==> src/rtl/flowmap_depth_labeler_if.sv <==
// Descriptor/result handshake bundle for the FlowMap depth labeler.
// The master side produces node descriptors and consumes labels.
// The slave side is the labeler itself.
interface flowmap_depth_labeler_if #(
   parameter int ID_W  = 4,
   parameter int LVL_W = 4
);
   logic             in_valid;
   logic             in_ready;
   logic [1:0]       in_kind;
   logic [ID_W-1:0]  in_id;
   logic [ID_W-1:0]  in_fi0;
   logic [ID_W-1:0]  in_fi1;
   logic [LVL_W-1:0] in_level;
   logic             out_valid;
   logic             out_ready;
   logic [ID_W-1:0]  out_id;
   logic [LVL_W-1:0] out_level;
   logic             out_err;
   logic             out_sat;

   modport master (
      output in_valid, in_kind, in_id, in_fi0, in_fi1, in_level, out_ready,
      input  in_ready, out_valid, out_id, out_level, out_err, out_sat
   );

   modport slave (
      input  in_valid, in_kind, in_id, in_fi0, in_fi1, in_level, out_ready,
      output in_ready, out_valid, out_id, out_level, out_err, out_sat
   );
endinterface

==> src/rtl/flowmap_depth_labeler.sv <==
// Streaming depth labeler. Nodes arrive in topological order. A gate's level
// is max(fanin levels)+1 and saturates at 2**LVL_W-1. A primary input
// carries its own level. The table keeps one valid bit and one level per id.
// Only the valid bits are reset or cleared.
module flowmap_depth_labeler #(
   parameter int ID_W  = 4,
   parameter int LVL_W = 4
) (
   input  logic                    clk,
   input  logic                    rst_n,
   input  logic                    clear,
   flowmap_depth_labeler_if.slave  bus
);
   localparam int DEPTH = 1 << ID_W;
   localparam logic [1:0] S_IDLE = 2'd0;
   localparam logic [1:0] S_CALC = 2'd1;
   localparam logic [1:0] S_OUT  = 2'd2;
   localparam logic [LVL_W:0] LVL_MAX = {1'b0, {LVL_W{1'b1}}};
   localparam logic [LVL_W:0] ONE_W   = {{LVL_W{1'b0}}, 1'b1};

   logic [1:0]       state_q, state_d;
   logic             idle_q;
   logic             in_ready_s;
   logic             accept_s;
   logic [1:0]       kind_q;
   logic [ID_W-1:0]  id_q, fi0_q, fi1_q;
   logic [LVL_W-1:0] lvin_q;
   logic [DEPTH-1:0] valid_q, valid_d;
   logic [LVL_W-1:0] lvl_q [DEPTH];
   logic             v0_s, v1_s;
   logic [LVL_W-1:0] l0_s, l1_s, mx_s;
   logic [LVL_W:0]   sum_s;
   logic [LVL_W-1:0] res_s;
   logic             err_s, sat_s, wr_s;
   logic             out_valid_q;
   logic [ID_W-1:0]  out_id_q;
   logic [LVL_W-1:0] out_level_q;
   logic             out_err_q, out_sat_q;

   // clear blocks acceptance; idle_q keeps in_ready low through reset
   assign in_ready_s    = idle_q & ~clear;
   assign accept_s      = bus.in_valid & in_ready_s;
   assign bus.in_ready  = in_ready_s;
   assign bus.out_valid = out_valid_q;
   assign bus.out_id    = out_id_q;
   assign bus.out_level = out_level_q;
   assign bus.out_err   = out_err_q;
   assign bus.out_sat   = out_sat_q;

   // Level computation from the latched descriptor (reads the pre-write table)
   always_comb begin
      v0_s  = valid_q[fi0_q];
      v1_s  = valid_q[fi1_q];
      l0_s  = v0_s ? lvl_q[fi0_q] : {LVL_W{1'b0}};
      l1_s  = v1_s ? lvl_q[fi1_q] : {LVL_W{1'b0}};
      mx_s  = (l1_s > l0_s) ? l1_s : l0_s;
      sum_s = {(LVL_W+1){1'b0}};
      res_s = {LVL_W{1'b0}};
      err_s = 1'b0;
      sat_s = 1'b0;
      wr_s  = 1'b0;
      case (kind_q)
         2'b00: begin
            res_s = lvin_q;
            wr_s  = 1'b1;
         end
         2'b01: begin
            sum_s = {1'b0, l0_s} + ONE_W;
            err_s = ~v0_s;
            wr_s  = 1'b1;
         end
         2'b10: begin
            sum_s = {1'b0, mx_s} + ONE_W;
            err_s = ~v0_s | ~v1_s;
            wr_s  = 1'b1;
         end
         default: begin
            err_s = 1'b1;
         end
      endcase
      if (kind_q == 2'b01 || kind_q == 2'b10) begin
         if (sum_s > LVL_MAX) begin
            res_s = LVL_MAX[LVL_W-1:0];
            sat_s = 1'b1;
         end else begin
            res_s = sum_s[LVL_W-1:0];
         end
      end else begin
         sat_s = 1'b0;
      end
   end

   // FSM next state: IDLE -> CALC on accept, CALC -> OUT, OUT -> IDLE on handshake
   always_comb begin
      state_d = state_q;
      case (state_q)
         S_IDLE: begin
            if (accept_s) state_d = S_CALC;
            else          state_d = S_IDLE;
         end
         S_CALC: state_d = S_OUT;
         S_OUT: begin
            if (bus.out_ready) state_d = S_IDLE;
            else               state_d = S_OUT;
         end
         default: state_d = S_IDLE;
      endcase
   end

   // Valid-bit next state: clear wipes everything, the in-flight write still lands
   always_comb begin
      valid_d = valid_q;
      if (clear) valid_d = {DEPTH{1'b0}};
      else       valid_d = valid_q;
      if (state_q == S_CALC && wr_s) valid_d[id_q] = 1'b1;
      else                            valid_d = valid_d;
   end

   // FSM, valid bits, latched descriptor and registered outputs
   always_ff @(posedge clk or negedge rst_n) begin
      if (!rst_n) begin
         state_q     <= S_IDLE;
         idle_q      <= 1'b0;
         valid_q     <= {DEPTH{1'b0}};
         kind_q      <= 2'b00;
         id_q        <= {ID_W{1'b0}};
         fi0_q       <= {ID_W{1'b0}};
         fi1_q       <= {ID_W{1'b0}};
         lvin_q      <= {LVL_W{1'b0}};
         out_valid_q <= 1'b0;
         out_id_q    <= {ID_W{1'b0}};
         out_level_q <= {LVL_W{1'b0}};
         out_err_q   <= 1'b0;
         out_sat_q   <= 1'b0;
      end else begin
         state_q     <= state_d;
         idle_q      <= (state_d == S_IDLE);
         valid_q     <= valid_d;
         out_valid_q <= (state_d == S_OUT);
         if (state_q == S_IDLE && accept_s) begin
            kind_q <= bus.in_kind;
            id_q   <= bus.in_id;
            fi0_q  <= bus.in_fi0;
            fi1_q  <= bus.in_fi1;
            lvin_q <= bus.in_level;
         end
         if (state_q == S_CALC) begin
            out_id_q    <= id_q;
            out_level_q <= res_s;
            out_err_q   <= err_s;
            out_sat_q   <= sat_s;
         end
      end
   end

   // Level storage: contents are never reset, only qualified by valid_q
   always_ff @(posedge clk) begin
      if (state_q == S_CALC && wr_s) lvl_q[id_q] <= res_s;
   end
endmodule

==> src/flat_wrapper.sv <==
// flat-port wrapper written by rule: the top's interface ports become plain ports
module flowmap_depth_labeler_flat 
#(
   parameter int ID_W  = 4,
   parameter int LVL_W = 4
)
  (clk, rst_n, clear, bus_in_valid, bus_in_kind, bus_in_id, bus_in_fi0, bus_in_fi1, bus_in_level, bus_out_ready, bus_in_ready, bus_out_valid, bus_out_id, bus_out_level, bus_out_err, bus_out_sat);
  flowmap_depth_labeler_if #(.ID_W(ID_W), .LVL_W(LVL_W)) bus_i ();
  input  logic clk;
  input  logic rst_n;
  input  logic clear;
  input wire logic [$bits(bus_i.in_valid)-1:0] bus_in_valid;
  input wire logic [$bits(bus_i.in_kind)-1:0] bus_in_kind;
  input wire logic [$bits(bus_i.in_id)-1:0] bus_in_id;
  input wire logic [$bits(bus_i.in_fi0)-1:0] bus_in_fi0;
  input wire logic [$bits(bus_i.in_fi1)-1:0] bus_in_fi1;
  input wire logic [$bits(bus_i.in_level)-1:0] bus_in_level;
  input wire logic [$bits(bus_i.out_ready)-1:0] bus_out_ready;
  output wire logic [$bits(bus_i.in_ready)-1:0] bus_in_ready;
  output wire logic [$bits(bus_i.out_valid)-1:0] bus_out_valid;
  output wire logic [$bits(bus_i.out_id)-1:0] bus_out_id;
  output wire logic [$bits(bus_i.out_level)-1:0] bus_out_level;
  output wire logic [$bits(bus_i.out_err)-1:0] bus_out_err;
  output wire logic [$bits(bus_i.out_sat)-1:0] bus_out_sat;
  assign bus_i.in_valid = bus_in_valid;
  assign bus_i.in_kind = bus_in_kind;
  assign bus_i.in_id = bus_in_id;
  assign bus_i.in_fi0 = bus_in_fi0;
  assign bus_i.in_fi1 = bus_in_fi1;
  assign bus_i.in_level = bus_in_level;
  assign bus_i.out_ready = bus_out_ready;
  assign bus_in_ready = bus_i.in_ready;
  assign bus_out_valid = bus_i.out_valid;
  assign bus_out_id = bus_i.out_id;
  assign bus_out_level = bus_i.out_level;
  assign bus_out_err = bus_i.out_err;
  assign bus_out_sat = bus_i.out_sat;
  flowmap_depth_labeler #(.ID_W(ID_W), .LVL_W(LVL_W)) u_core (.clk(clk), .rst_n(rst_n), .clear(clear), .bus(bus_i));
endmodule
==> config.mk <==
export PLATFORM = sky130hd
export DESIGN_NAME = flowmap_depth_labeler_flat
export DESIGN_NICKNAME = d
export VERILOG_FILES = /design/src/rtl/flowmap_depth_labeler_if.sv /design/src/rtl/flowmap_depth_labeler.sv /design/src/flat_wrapper.sv
export SDC_FILE = /design/constraint.sdc
export NUM_CORES = 1
export LEC_CHECK = 0
export ABC_AREA = 0
export CAP_MARGIN = 0
export CORE_UTILIZATION = 59
export CTS_CLUSTER_SIZE = 24
export DETAILED_ROUTE_END_ITERATION = 7
export PLACE_DENSITY = 0.77
export SLEW_MARGIN = 20
export SYNTH_ARGS = -nofsm -noshare
export SYNTH_HDL_FRONTEND = slang
export SYNTH_SLANG_ARGS = --single-unit
==> constraint.sdc <==
create_clock -name clk -period 5.5 [get_ports clk]
set_input_delay 0.55 -clock clk [delete_from_list [all_inputs] [get_ports clk]]
set_output_delay 0.55 -clock clk [all_outputs]
set_load 0.02 [all_outputs]
==> flow_metrics.py <==
metrics = {
    "run_status": {
        "status": "finished clean",
    },
    "route": {
        "finalWirelength_um": 12310,
        "route.detailed.drc": 0,
        "num_vias": 3580,
        "first_iter_violations": 336,
        "wl_per_cell_um": 22.38,
        "viasPerCell": 6.509,
        "drt_pre_antenna_iters": 5,
        "ant_nets": 0,
    },
    "floorplan": {
        "ios": 35,
        "fp.dieArea_um2": 9769,
        "fp.dieW_um": 98.84,
        "rows": 34,
        "initial_core_util_pct": 62.23,
        "core_area_um2": 8891,
        "die_h_um": 98.84,
    },
    "clock_tree": {
        "cts_setup_buffers": 0,
        "cts_sinks": 112,
        "cts_made_buffers": 9,
        "cts_resized": 0,
        "clockRootBuffer": "clkbuf_8",
        "path_clk_slew_ns": 0.11,
        "cts_hold_buffers": 0,
        "htreeDepth": 3,
        "clk_latency_ns": 0.38,
        "cts_tree": "done",
        "cts_buffer_depth": 2,
    },
    "timing": {
        "hold_viol_final": 0,
        "fin_skew_ns": 0.01123,
        "max_freq_ghz": 0.2061,
        "slew_viol_final": 0,
        "finalCritPeriodShare_pct": 88.22,
        "fin_setup_tns_ns": 0,
        "tightest_slew_ns": 0.6535,
        "rsz0062_at_grt": "false",
        "min_period_ns": 4.852,
        "slew_headroom_pct": 56.43,
        "setup_viol_count_final": 0,
    },
    "placed_design": {
        "io_buffers": 34,
        "numPlacedInstances": 534,
        "hpwlAfterDp_um": 8604,
        "place.gp.congestion": 0.9174,
    },
    "grt": {
        "grt_pass1_vias": 3473,
        "grt_usage_pct": 27.35,
        "grt_pass1_wl_um": 19380,
        "grt.overflow.total": 0,
        "antenna_found_initial": 0,
        "grt_max_degree": 49,
    },
    "synth": {
        "ys_top_cells_by_area": "edfxtp_1 35%, dfrtp_1 22%, mux4_2 11%",
        "post_synth.cell_area_avg_um2": 13.59,
        "syn_inst": 407,
        "synth-async-reset-ratio_pct": 42.86,
        "yosysSeqAreaShare_pct": 56.45,
        "synth_top_area_share_pct": 34.74,
        "ys_ff_latch": 112,
        "synth_top_flop_cell": "edfxtp_1",
        "ys_types": 47,
        "syn_nets": 439,
        "netlist_area_um2": 5533,
        "yosys_warnings": 0,
        "yosysTopAreaCell": "edfxtp_1",
        "synth_edf_count": 64,
    },
    "hold_path": {
        "hp-class": "in -> async",
    },
    "cells_and_area": {
        "area_delta_synth_final_pct": 10.43,
        "num-fill-cells": 596,
        "final_cells": 550,
        "multi_input_area_um2": 2187,
        "regArea_um2": 3123,
        "antenna_cells": 0,
        "finalNetCount": 469,
        "drive_gt1_share_pct": 15.61,
    },
    "worst_setup_path": {
        "end_kind": "flip-flop",
        "cp.required_ns": 5.47,
        "path_class": "reg -> reg",
        "arrival_ns": 4.83,
        "critPathMaxFanout": 16,
        "worst_setup_path_start_kind": "flip-flop",
    },
    "job": {
        "drv_cap": 0,
    },
    "power": {
        "p_leak_nw": 2.344,
        "ir_worst_vdd_mv": 0.2873,
        "power_density_nw_per_um2": 478.9,
    },
}
==> cell usage after synthesis, types with 6 or more instances <==
cell type   n
mux4_1     14
dfrtp_1    48
edfxtp_1   64
nor2_1     25
nand2_1    80
clkbuf_1    9
inv_1      26
mux4_2     26
o22ai_1    16
nand3_1     8
a22o_1      6
a22oi_1     8
ha_1        9
==> worst paths after layout <==
path / from / end / slack (ns) / cells past startpoint
hold reg to reg: u_core.bus.out_id[3] / u_core.bus.out_id[3] / 0.48 / 2
setup reg to reg: u_core.fi1_q[0] / u_core.lvl_q[11][2] / 0.65 / 15
setup / recovery: u_core.fi1_q[0] / u_core.lvl_q[11][2] / 0.65 / 15
hold / removal: rst_n / u_core.lvin_q[0] / 0.17 / 1
max in group asynchronous: rst_n / u_core.bus.out_id[3] / 4.93 / 1
min in group clk: u_core.bus.out_id[3] / u_core.bus.out_id[3] / 0.48 / 2
==> where the power goes <==
part	internal (mW)	switching (mW)
logic	0.516	0.669
clock network	0.171	0.291
registers	1.13	0.149
total	1.82	1.11
==> layout by cell type, fill, tap and decap left out, types with 2 or more instances in the layout <==
cell	instances
edfxtp_1	64
ha_1	9
nand3b_1	3
nor2b_1	4
nor2_1	25
nand3_1	8
o22ai_1	16
a31o_1	3
clkbuf_8	9
mux2i_4	3
dfrtp_1	48
clkinv_2	3
mux4_1	14
o21a_1	3
nand2b_1	5
a31oi_1	3
clkdlybuf4s50_1	33
inv_8	2
o21ai_2	2
buf_4	8
o21ai_0	5
o21ai_1	2
a22o_1	6
a21oi_1	3
inv_1	26
nand2_1	80
a22oi_1	8
mux4_2	26
==> sequential cells by signal (all words and copies together) (netlist names) <==
register	flops
u_core.fi0_q	4
u_core.bus.out_sat	1
u_core.id_q	4
u_core.lvl_q	64
u_core.bus.out_id	4
u_core.bus.out_valid	1
u_core.valid_q	16
u_core.state_q	2
u_core.fi1_q	4
u_core.lvin_q	4
u_core.idle_q	1
u_core.bus.out_level	4
u_core.bus.out_err	1
u_core.kind_q	2
==> metrics by stage <==
| stage | utilization [%] | setup slack [ns] | hold WS, ns | total power, mW | cell area, um2 |
|---|---|---|---|---|---|
| finish | 68.72 | 0.6477 | 0.1677 | 2.926 | 6110 |
| global route | 68.72 | 0.4121 | 0.2137 | 3.071 | 6110 |
| CTS | 68.66 | 0.6845 | 0.3746 | 2.931 | 6105 |
| detailed placement | 66.68 | 0.7022 | 0.4622 | 2.475 | 5928 |
| global placement | 66.68 | 0.9957 | 0.4594 | 2.441 | 5928 |
| floorplan | - | 1.508 | 0.2544 | 2.102 | 5533 |
==> area by class of cell <==
cell class	count	area share [%]
Clock buffer	9	2.027
Clock inverter	7	0.8601
Inverter	26	1.597
Multi-Input combinational cell	247	35.80
Sequential cell	112	51.12
Tap cell	108	2.212
Timing Repair Buffer	41	6.390
==> logic make-up (layout without fill, tap and decap cells) <==
family / count (synthesis) / after routing / share of synthesized area, %
buffers and inverters: 48 / 83 / 4.070
AND/OR/NAND/NOR: 135 / 135 / 10.61
flip-flops: 112 / 112 / 56.44
multiplexers: 46 / 46 / 19.11
adder cells (fa/ha/maj): 9 / 9 / 2.035
AO/OA/AOI/OAI: 57 / 57 / 7.734
==> critical path: stages, from the launching register on <==
cell and delay, ns:
dfrtp_1 0.78, buf_4 0.36, mux4_2 0.52, a22oi_1 0.19
a31o_1 0.23, inv_1 0.06, ha_1 0.29, nor2b_1 0.13
o21a_1 0.11, o21ai_0 0.14, a21oi_4 0.37, mux2i_1 0.35
ha_1 0.27, nand2_1 0.08, o21ai_1 0.16, nand2_1 0.40
==> per-layer routing <==
metal  global-route usage (%)  part of all wire [%]
met5                        0                     0
met4                    10.10                   2.3
met3                    6.170                   7.2
met2                    42.44                    49
met1                    38.43                    42
Note: power is estimated with default switching activity, not from simulation.
